--- src/rtl/decode_stage_pkg.sv ---
// Shared types, opcode constants and immediate generation for the decode stage.
// Optional feature macro: DECODE_ILLEGAL_CHECK_EN (illegal-opcode flag).
package decode_stage_pkg;

  localparam int XLEN = 32;
  localparam int NREG = 32;

  localparam logic [6:0] OP_LUI      = 7'h37;
  localparam logic [6:0] OP_AUIPC    = 7'h17;
  localparam logic [6:0] OP_JAL      = 7'h6F;
  localparam logic [6:0] OP_JALR     = 7'h67;
  localparam logic [6:0] OP_BRANCH   = 7'h63;
  localparam logic [6:0] OP_LOAD     = 7'h03;
  localparam logic [6:0] OP_STORE    = 7'h23;
  localparam logic [6:0] OP_IMM      = 7'h13;
  localparam logic [6:0] OP_OP       = 7'h33;
  localparam logic [6:0] OP_MISC_MEM = 7'h0F;
  localparam logic [6:0] OP_SYSTEM   = 7'h73;

  typedef enum logic [2:0] {IMM_NONE, IMM_I, IMM_S, IMM_B, IMM_U, IMM_J} imm_fmt_e;

  typedef enum logic [1:0] {S_EMPTY, S_ONE, S_TWO} buf_state_e;

  typedef struct packed {
    logic [XLEN-1:0] instr_addr;
  } f_d_WI;

  typedef struct packed {
    logic            jmp_tk;
    logic [XLEN-1:0] jmp_addr;
  } w_f_WI;

  typedef struct packed {
    logic [XLEN-1:0] instr_addr;
    logic [6:0]      opcode;
    logic [4:0]      rd;
    logic [4:0]      rs1;
    logic [4:0]      rs2;
    logic [2:0]      funct3;
    logic [6:0]      funct7;
    logic [XLEN-1:0] imm;
    logic [XLEN-1:0] rs1_dat;
    logic [XLEN-1:0] rs2_dat;
  } d_e_WI;

  function automatic imm_fmt_e imm_fmt(input logic [6:0] op);
    imm_fmt_e f;
    case (op)
      OP_IMM, OP_LOAD, OP_JALR: f = IMM_I;
      OP_STORE:                 f = IMM_S;
      OP_BRANCH:                f = IMM_B;
      OP_LUI, OP_AUIPC:         f = IMM_U;
      OP_JAL:                   f = IMM_J;
      default:                  f = IMM_NONE;
    endcase
    return f;
  endfunction

  function automatic logic [XLEN-1:0] imm_gen(input logic [31:0] instr);
    logic [XLEN-1:0] imm;
    imm = '0;
    case (imm_fmt(instr[6:0]))
      IMM_I: imm = {{(XLEN-12){instr[31]}}, instr[31:20]};
      IMM_S: imm = {{(XLEN-12){instr[31]}}, instr[31:25], instr[11:7]};
      IMM_B: imm = {{(XLEN-13){instr[31]}}, instr[31], instr[7], instr[30:25], instr[11:8], 1'b0};
      IMM_U: imm = XLEN'($signed({instr[31:12], 12'b0}));
      IMM_J: imm = {{(XLEN-21){instr[31]}}, instr[31], instr[19:12], instr[20], instr[30:21], 1'b0};
      default: imm = '0;
    endcase
    return imm;
  endfunction

  // Every supported opcode ends in 2'b11, so this also rejects compressed encodings.
  function automatic logic opcode_legal(input logic [6:0] op);
    logic ok;
    case (op)
      OP_LUI, OP_AUIPC, OP_JAL, OP_JALR, OP_BRANCH, OP_LOAD,
      OP_STORE, OP_IMM, OP_OP, OP_MISC_MEM, OP_SYSTEM: ok = 1'b1;
      default: ok = 1'b0;
    endcase
    return ok;
  endfunction

endpackage

--- src/rtl/decode_stage_if.sv ---
// Fetch/decode/execute/writeback signal bundle for the decode stage.
// Optional feature macro: DECODE_ILLEGAL_CHECK_EN adds the illegal flag.
interface decode_stage_if;
  import decode_stage_pkg::*;

  f_d_WI           f_in;
  logic [XLEN-1:0] instr_dat_in;
  logic            f_v;
  logic            stall_out_dc;
  w_f_WI           w_in;
  logic            wb_en;
  logic [4:0]      wb_rd;
  logic [XLEN-1:0] wb_dat;
  logic            stall_in_ex;
  d_e_WI           d_out;
  logic            d_v;
`ifdef DECODE_ILLEGAL_CHECK_EN
  logic            illegal;
`endif

  modport slave (
    input  f_in, instr_dat_in, f_v, w_in, wb_en, wb_rd, wb_dat, stall_in_ex,
    output stall_out_dc, d_out, d_v
`ifdef DECODE_ILLEGAL_CHECK_EN
    , illegal
`endif
  );

  modport master (
    output f_in, instr_dat_in, f_v, w_in, wb_en, wb_rd, wb_dat, stall_in_ex,
    input  stall_out_dc, d_out, d_v
`ifdef DECODE_ILLEGAL_CHECK_EN
    , illegal
`endif
  );

endinterface

--- src/rtl/decode_stage_regfile.sv ---
// NREG x XLEN register file: two async read ports with write-through, one sync
// write port, x0 hardwired to zero, synchronous reset clears every entry.
module decode_stage_regfile #(
  parameter int XLEN = 32,
  parameter int NREG = 32,
  parameter int AW   = $clog2(NREG)
) (
  input  logic            clk,
  input  logic            rst,
  input  logic [AW-1:0]   ra1_i,
  input  logic [AW-1:0]   ra2_i,
  output logic [XLEN-1:0] rd1_o,
  output logic [XLEN-1:0] rd2_o,
  input  logic            we_i,
  input  logic [AW-1:0]   wa_i,
  input  logic [XLEN-1:0] wd_i
);

  logic [XLEN-1:0] mem_q [NREG];

  always_ff @(posedge clk) begin
    if (rst) begin
      for (int i = 0; i < NREG; i++) mem_q[i] <= '0;
    end else if (we_i && (wa_i != '0)) begin
      mem_q[wa_i] <= wd_i;
    end
  end

  // Same-cycle writes are forwarded so a reader never sees the stale value.
  always_comb begin
    rd1_o = '0;
    rd2_o = '0;
    if (ra1_i != '0) rd1_o = (we_i && (wa_i == ra1_i)) ? wd_i : mem_q[ra1_i];
    if (ra2_i != '0) rd2_o = (we_i && (wa_i == ra2_i)) ? wd_i : mem_q[ra2_i];
  end

endmodule

--- src/rtl/decode_stage.sv ---
// RV32I decode stage: field/immediate decode, register read, and a two-entry
// output+skid buffer so stall_out_dc is fully registered. Macro: DECODE_ILLEGAL_CHECK_EN.
module decode_stage
  import decode_stage_pkg::*;
(
  input logic           clk,
  input logic           rst,
  decode_stage_if.slave bus
);

  buf_state_e      state_q, state_d;
  d_e_WI           out_q, out_d, skid_q, skid_d;
  d_e_WI           new_pkt, out_byp, skid_byp;
  logic [31:0]     instr;
  logic [XLEN-1:0] rs1_rd, rs2_rd;
  logic            jmp_tk, accept, advance;
  logic            load_out_new, load_out_skid, load_skid_new;
  logic            unused_jmp_addr;

  assign instr           = bus.instr_dat_in;
  assign jmp_tk          = bus.w_in.jmp_tk;
  assign unused_jmp_addr = ^bus.w_in.jmp_addr;

  decode_stage_regfile #(.XLEN(XLEN), .NREG(NREG)) u_regfile (
    .clk   (clk),
    .rst   (rst),
    .ra1_i (instr[19:15]),
    .ra2_i (instr[24:20]),
    .rd1_o (rs1_rd),
    .rd2_o (rs2_rd),
    .we_i  (bus.wb_en),
    .wa_i  (bus.wb_rd),
    .wd_i  (bus.wb_dat)
  );

  always_comb begin
    new_pkt            = '0;
    new_pkt.instr_addr = bus.f_in.instr_addr;
    new_pkt.opcode     = instr[6:0];
    new_pkt.rd         = instr[11:7];
    new_pkt.funct3     = instr[14:12];
    new_pkt.rs1        = instr[19:15];
    new_pkt.rs2        = instr[24:20];
    new_pkt.funct7     = instr[31:25];
    new_pkt.imm        = imm_gen(instr);
    new_pkt.rs1_dat    = rs1_rd;
    new_pkt.rs2_dat    = rs2_rd;
  end

  // Entries waiting on execute must still observe writebacks to their sources.
  function automatic d_e_WI held_bypass(input d_e_WI e, input logic we,
                                        input logic [4:0] wa, input logic [XLEN-1:0] wd);
    d_e_WI r;
    r = e;
    if (we && (wa != 5'd0)) begin
      if (e.rs1 == wa) r.rs1_dat = wd;
      if (e.rs2 == wa) r.rs2_dat = wd;
    end
    return r;
  endfunction

  assign out_byp  = held_bypass(out_q,  bus.wb_en, bus.wb_rd, bus.wb_dat);
  assign skid_byp = held_bypass(skid_q, bus.wb_en, bus.wb_rd, bus.wb_dat);

  assign bus.d_v          = (state_q != S_EMPTY);
  assign bus.stall_out_dc = (state_q == S_TWO);
  assign bus.d_out        = out_q;
  assign accept           = bus.f_v && !bus.stall_out_dc && !jmp_tk;
  assign advance          = bus.d_v && !bus.stall_in_ex;

  always_comb begin
    state_d       = state_q;
    load_out_new  = 1'b0;
    load_out_skid = 1'b0;
    load_skid_new = 1'b0;
    case (state_q)
      S_EMPTY: if (accept) begin
        state_d      = S_ONE;
        load_out_new = 1'b1;
      end
      S_ONE: begin
        if (accept && advance) begin
          load_out_new = 1'b1;
        end else if (accept) begin
          state_d       = S_TWO;
          load_skid_new = 1'b1;
        end else if (advance) begin
          state_d = S_EMPTY;
        end
      end
      S_TWO: if (advance) begin
        state_d       = S_ONE;
        load_out_skid = 1'b1;
      end
      default: state_d = S_EMPTY;
    endcase
    if (jmp_tk) state_d = S_EMPTY;
  end

  always_comb begin
    out_d  = out_byp;
    skid_d = skid_byp;
    if (load_out_new)       out_d = new_pkt;
    else if (load_out_skid) out_d = skid_byp;
    if (load_skid_new)      skid_d = new_pkt;
  end

  always_ff @(posedge clk) begin
    if (rst) begin
      state_q <= S_EMPTY;
      out_q   <= '0;
      skid_q  <= '0;
    end else begin
      state_q <= state_d;
      out_q   <= out_d;
      skid_q  <= skid_d;
    end
  end

`ifdef DECODE_ILLEGAL_CHECK_EN
  logic new_ill, out_ill_q, out_ill_d, skid_ill_q, skid_ill_d;

  assign new_ill     = !opcode_legal(instr[6:0]);
  assign bus.illegal = bus.d_v && out_ill_q;

  always_comb begin
    out_ill_d  = out_ill_q;
    skid_ill_d = skid_ill_q;
    if (load_out_new)       out_ill_d = new_ill;
    else if (load_out_skid) out_ill_d = skid_ill_q;
    if (load_skid_new)      skid_ill_d = new_ill;
  end

  always_ff @(posedge clk) begin
    if (rst) begin
      out_ill_q  <= 1'b0;
      skid_ill_q <= 1'b0;
    end else begin
      out_ill_q  <= out_ill_d;
      skid_ill_q <= skid_ill_d;
    end
  end
`endif

endmodule

--- src/flat_wrapper.sv ---
// flat-port wrapper written by rule: the top's interface ports become plain ports
module decode_stage_flat import decode_stage_pkg::*;
  (clk, rst, bus_f_in, bus_instr_dat_in, bus_f_v, bus_w_in, bus_wb_en, bus_wb_rd, bus_wb_dat, bus_stall_in_ex, bus_stall_out_dc, bus_d_out, bus_d_v);
  decode_stage_if bus_i ();
  input logic clk;
  input logic rst;
  input wire logic [$bits(bus_i.f_in)-1:0] bus_f_in;
  input wire logic [$bits(bus_i.instr_dat_in)-1:0] bus_instr_dat_in;
  input wire logic [$bits(bus_i.f_v)-1:0] bus_f_v;
  input wire logic [$bits(bus_i.w_in)-1:0] bus_w_in;
  input wire logic [$bits(bus_i.wb_en)-1:0] bus_wb_en;
  input wire logic [$bits(bus_i.wb_rd)-1:0] bus_wb_rd;
  input wire logic [$bits(bus_i.wb_dat)-1:0] bus_wb_dat;
  input wire logic [$bits(bus_i.stall_in_ex)-1:0] bus_stall_in_ex;
  output wire logic [$bits(bus_i.stall_out_dc)-1:0] bus_stall_out_dc;
  output wire logic [$bits(bus_i.d_out)-1:0] bus_d_out;
  output wire logic [$bits(bus_i.d_v)-1:0] bus_d_v;
  assign bus_i.f_in = bus_f_in;
  assign bus_i.instr_dat_in = bus_instr_dat_in;
  assign bus_i.f_v = bus_f_v;
  assign bus_i.w_in = bus_w_in;
  assign bus_i.wb_en = bus_wb_en;
  assign bus_i.wb_rd = bus_wb_rd;
  assign bus_i.wb_dat = bus_wb_dat;
  assign bus_i.stall_in_ex = bus_stall_in_ex;
  assign bus_stall_out_dc = bus_i.stall_out_dc;
  assign bus_d_out = bus_i.d_out;
  assign bus_d_v = bus_i.d_v;
  decode_stage u_core (.clk(clk), .rst(rst), .bus(bus_i));
endmodule
--- config.mk ---
export PLATFORM = sky130hd
export DESIGN_NAME = decode_stage_flat
export DESIGN_NICKNAME = d
export VERILOG_FILES = /design/src/rtl/decode_stage_pkg.sv /design/src/rtl/decode_stage_if.sv /design/src/rtl/decode_stage_regfile.sv /design/src/rtl/decode_stage.sv /design/src/flat_wrapper.sv
export SDC_FILE = /design/constraint.sdc
export NUM_CORES = 2
export LEC_CHECK = 0
export ABC_AREA = 1
export CORE_AREA = 8 8 315 623
export CTS_BUF_LIST = sky130_fd_sc_hd__clkbuf_8
export DETAILED_ROUTE_END_ITERATION = 7
export DIE_AREA = 0 0 323 631
export PLACE_DENSITY = 0.56
export SLEW_MARGIN = 20
export SYNTH_ARGS = -nofsm -noshare
export SYNTH_HDL_FRONTEND = slang
export SYNTH_HIERARCHICAL = 1
export SYNTH_SLANG_ARGS = --single-unit
--- constraint.sdc ---
create_clock -name clk -period 3.1 [get_ports clk]
set_input_delay 0.62 -clock clk [delete_from_list [all_inputs] [get_ports clk]]
set_output_delay 0.62 -clock clk [all_outputs]
set_load 0.01 [all_outputs]
Word level (Yosys, flattened, before mapping):

Memories as Yosys holds them, arrays and structs flattened.
Cells that the tools add are included.

* div/mod/pow operators: 0
* magnitude comparators: 0
* shifts and indexed selects: 0
* reductions and logical operators: 26
* eq/ne operators: 25
* bitwise logic cells: 0
* add/sub/neg operators: 0
* multiplexer cells: 36
* $mul: 0

Operators by type and width (number)
* 2-to-1 mux 160 bit: 2
* 2-to-1 mux 32 bit: 9
* 2-to-1 mux 64 bit: 3
* case mux 32 bit (5 select lines): 1
* OR reduction 32 bit: 1
* equality test 5 bit: 6
* equality test 7 bit (second input constant): 3
* case mux 3 bit (5 select lines): 1
* nonzero test 5 bit: 3
* equality test 7 x 5 -> 1 bit (second input constant): 2
* equality test 7 x 6 -> 1 bit (second input constant): 2
* 2-to-1 mux 1 bit: 12
* 2-to-1 mux 2 bit: 5
* nonzero test 3 bit: 3
* equality test 7 x 2 -> 1 bit (second input constant): 1
* logical AND 1 bit: 7
* equality test 3 x 2 -> 1 bit (second input constant): 2
* equality test 3 bit (second input constant): 2
* case mux 2 bit (3 select lines): 1
* 2-to-1 mux 5 bit: 1
* inequality test 2 bit (second input constant): 2
* AND reduction 2 bit: 2
* AND reduction 4 bit: 1
* nonzero test 2 bit: 2
* 10 further kinds: 13

* ROM bits: 0
* output and inout port bits: 162
* flip-flop bits (word level): 322
* input bits: 139
* memories kept: 1
* latch bits: 0
* RAM bits: 1024
* logic and storage cells: 109

Memory list
* u_core.u_regfile.mem_q: words 32, bits a word 32, rd ports 2, clocked after memory_dff 0, write ports 32, line decode_stage_regfile.sv:19 `logic [XLEN-1:0] mem_q [NREG];`

Longest topological paths before layout:

* depth in word-level cells: 9
* mapped depth: 15
* depth with buffers taken out: 14

Modules after synthesis:

Netlist, hierarchy kept.

By module, submodules not included
* decode_stage_regfile: cells an instance 7429, times used 1, area an instance 59091.7 um2, sequential area each 30749.5 um2
* decode_stage: cells an instance 2237, times used 1, area an instance 15751.4 um2, sequential area each 6446.2 um2

Worst setup path after synthesis:

No wires, ideal clock.

* path type: input to register
* from: in bus_wb_rd[3]
* to: mem u_core.u_regfile.mem_q[31][0] (enable)
* setup slack: 306 ps
* arrival time: 2316 ps
* setup time: 478 ps
* data required time: 2622 ps
* stages: 10
* path buffers: 2
* cell sequence: buf_4 nor3_4 inv_2 o21ai_2 inv_2 nand3_2 inv_4 nand2_4 buf_6 nand2_1

RTL lines
* from (decl): line flat_wrapper.sv:12 `input wire logic [$bits(bus_i.wb_rd)-1:0] bus_wb_rd;`
* to (decl): line decode_stage_regfile.sv:19

Worst setup path after layout:

* from: reg u_core.state_q[1]
* to: out bus_stall_out_dc

* word-level cells in the longest chain between the ends: 1

RTL lines
* from (decl): line decode_stage.sv:11 `buf_state_e state_q, state_d;`
* from (signal assigned): line decode_stage.sv:114 `state_q <= state_d;`
* equality test 2 bit: line decode_stage.sv:66 `assign bus.stall_out_dc = (state_q == S_TWO);`
* to (decl): line flat_wrapper.sv:15 `output wire logic [$bits(bus_i.stall_out_dc)-1:0] bus_stall_out_dc;`

Every way passes these cells.

==> run metrics <==
deepest clock path buffer count=4; crit path time final=2715 ps; RePlAce Congestion=0.9890; count of fill cells added during filler insertion=~19,000; H-tree depth=4; number of nets in the layout=10,060; total setup buffers inserted after CTS=0; DP HPWL=191,100 um; number of antenna violations at the first check in global routing=8; fraction of synthesized cell area taken by the top area cell type=0.4109; critical path startpoint category=register; Critical Path Sink Type=output port; post-detailed-route count of antenna-violating nets=0; ys flop type=sky130_fd_sc_hd__edfxtp_1; final worst-path setup slack=384.6 ps; cells along the critical path=nand2_1 -> inv_1 -> clkdlybuf4s50_1; clock tree from TritonCTS=built; area growth from synthesis to layout=17.01%; maximum single-stage delay on the critical path=570 ps; Setup Crit Path Kind=register to output port; vias in the first global route=64,330; IR Drop Worst-Case VDD=426.5 uV; fraction of layout cells with a size suffix above 1=0.1101; unrepaired setup endpoints after global routing=no; Worst Hold Class=input pin to register; initial drt markers=between 6,000 and 7,000; buffering stage count on the worst path with inverters included=2; post-cts resize count=0; area of the mapped netlist=74,840 sq um; Worst Tran Pin Value=roughly 730 ps; DRC viols=0; Setup violations, final=0; global-route wire length before repair=423,200 um; floorplan core area=approximately 190,000 sq um; slowest library cell on the worst path=sky130_fd_sc_hd__clkdlybuf4s50_1; clock latency on the worst-skew pair=960 ps; number of buffers inserted by port buffering=approximately 270; cell count after placement=roughly 12,000; largest fanout on the critical path=3; sequential element share of the synthesized area=0.4970; final period utilization=0.8759; area after detailed placement=83,370 sq um; Post-Route Setup TNS=0 ps; CTS Buf Count=216; Synth Warn #=6; post-placement setup slack=-64.31 ps; Seq. cell area=37,200 sq um; Vert. Die Dim=631 um; DRT Wirelength=between 200,000 and 300,000 um; cell type group with the largest total delay on the critical path=buffers and inverters; final worst clock skew=53.71 ps; clock sinks=roughly 1,300; clk slew on worst S/H paths=70 ps; largest cells by area after synthesis=sky130_fd_sc_hd__edfxtp_1, sky130_fd_sc_hd__nand2_1, sky130_fd_sc_hd__dfxtp_1, sky130_fd_sc_hd__nand3_1, sky130_fd_sc_hd__nor2_1; number of hold buffers added after cts=1; ratio of total power to cell area=490.3 nW/um^2; most frequent cells in the layout=sky130_fd_sc_hd__nand2_1, sky130_fd_sc_hd__nor2_1, sky130_fd_sc_hd__nand3_1, sky130_fd_sc_hd__edfxtp_1, sky130_fd_sc_hd__inv_1; maximum capacitance violations=0; first-pass iteration count of the detailed router=6; Core Util, Final=0.4650; Total Die Area=203,800 sq um; Cell Count, Final, Fillers Out=12,610; GRT Util Overall=0.2763; Hold Vio Cnt, Final=0; worst path arrival time=2100 ps; Mapped Cells=9,666; drt via density=5.400; width of the die=323 um; overflow left after global routing=0; final standard cell area without fillers=between 80,000 and 90,000 sq um; number of placement rows=226; via count=68,100; relative max-transition margin=0.5129; initial standard-cell utilization of the core=0.3974; outcome=finished, final reports clean; cell accounting for the most synthesized area=sky130_fd_sc_hd__edfxtp_1; syn avg cell area=7.743 sq um; async set-or-reset flop fraction in the synthesized netlist=0; Final Max Tran Viols=0; number of top-level pins=301; highest achievable clock rate=0.3683 GHz; routed wirelength normalized by instance count=23.08 um; number of flops mapped to enable cells by yosys=1,024; static leakage=0.03859 uW; most frequent standard cell in the layout excluding fill and tap cells=sky130_fd_sc_hd__nand2_1; pin count of the biggest net entering global routing=93; CTS root buf=sky130_fd_sc_hd__clkbuf_8; area of combinational cells with multiple inputs=30,090 sq um; data required time at the worst endpoint=2480 ps; total of flip-flops plus latches after synthesis=1,346; distinct cell type count after synthesis=45
[logic make-up (layout without fill, tap and decap cells)]
group,after synthesis,count (layout),synth area share
AOI/OAI and AO/OA,1376,1376,0.1046
DFF,1346,1346,0.4970
xor gates and xnor gates,15,15,0.001755
and+or+nand+nor,5152,5152,0.2919
other,1,41,0.00005010
buffers and inverters,1774,2170,0.1044
muxes,2,2,0.0002675
[worst register-to-register path: cells and delay by family (launching register included)]
family | cells | cell delay (ps)
DFF | 1 | 370
and+or+nand+nor | 8 | 1610
AOI/OAI and AO/OA | 2 | 220
[through the flow]
stage / total power (uW) / hold slack, ps
finish: 42940 / 97.62
CTS: 43200 / 16.71
floorplan: 24560 / 455.4
global placement: 27790 / 464.2
global route: 44510 / 74.39
detailed placement: 27840 / 470.6
[power by group]
group	switching (uW)	internal, uW	total [uW]
registers	391	20300	20700
clock network	7560	7840	15400
logic	4570	2300	6870
[layer usage]
metal  track usage  wire length, um  vias up
li1              -                -    32140
met1        0.3376           110600    32120
met2        0.4498           135400     3057
met3       0.02959            19690      780
met4        0.2027            25320        4
met5             0               27        -
[flip-flops by register name, indices dropped and copies added (netlist names)]
register	cells
u_core/skid_byp	96
u_core/skid_q	64
u_core/u_regfile/mem_q	1024
u_core/state_q	2
u_core/bus.d_out	160
[synthesized netlist by cell type, drive strengths merged (2+ instances only)]
cell type / instances
a21oi: 429
a221oi: 52
a31oi: 15
buf: 446
clkbuf: 354
dfxtp: 322
edfxtp: 1024
inv: 973
mux2i: 2
nand2: 2263
nand3: 1260
nand4: 11
nor2: 1482
nor3: 15
o211ai: 277
o21ai: 590
o22ai: 9
or2: 120
xnor2: 9
xor2: 6
[path summary, 6_finish.rpt]
| path | from | end | depth (start not counted) | slack [ps] |
|---|---|---|---|---|
| setup / recovery | u_core/state_q[1] | bus_stall_out_dc | 3 | 380 |
| hold / removal | bus_instr_dat_in[15] | u_core/skid_byp[111] | 3 | 100 |
| setup reg to reg | u_core/u_regfile/mem_q[24][26] | u_core/bus.d_out[26] | 10 | 760 |
| hold reg to reg | u_core/skid_byp[159] | u_core/bus.d_out[159] | 2 | 480 |
[layout make-up]
cell class	count	share of cell area
sequential	1346	0.4247
multi-input combinational	6577	0.3436
timing repair buffer	803	0.1055
inverter	974	0.04230
clock buffer	240	0.03772
tap	2508	0.03583
clock inverter	153	0.009987
antenna	9	0.0002572
(Power assumes the default switching activity.)
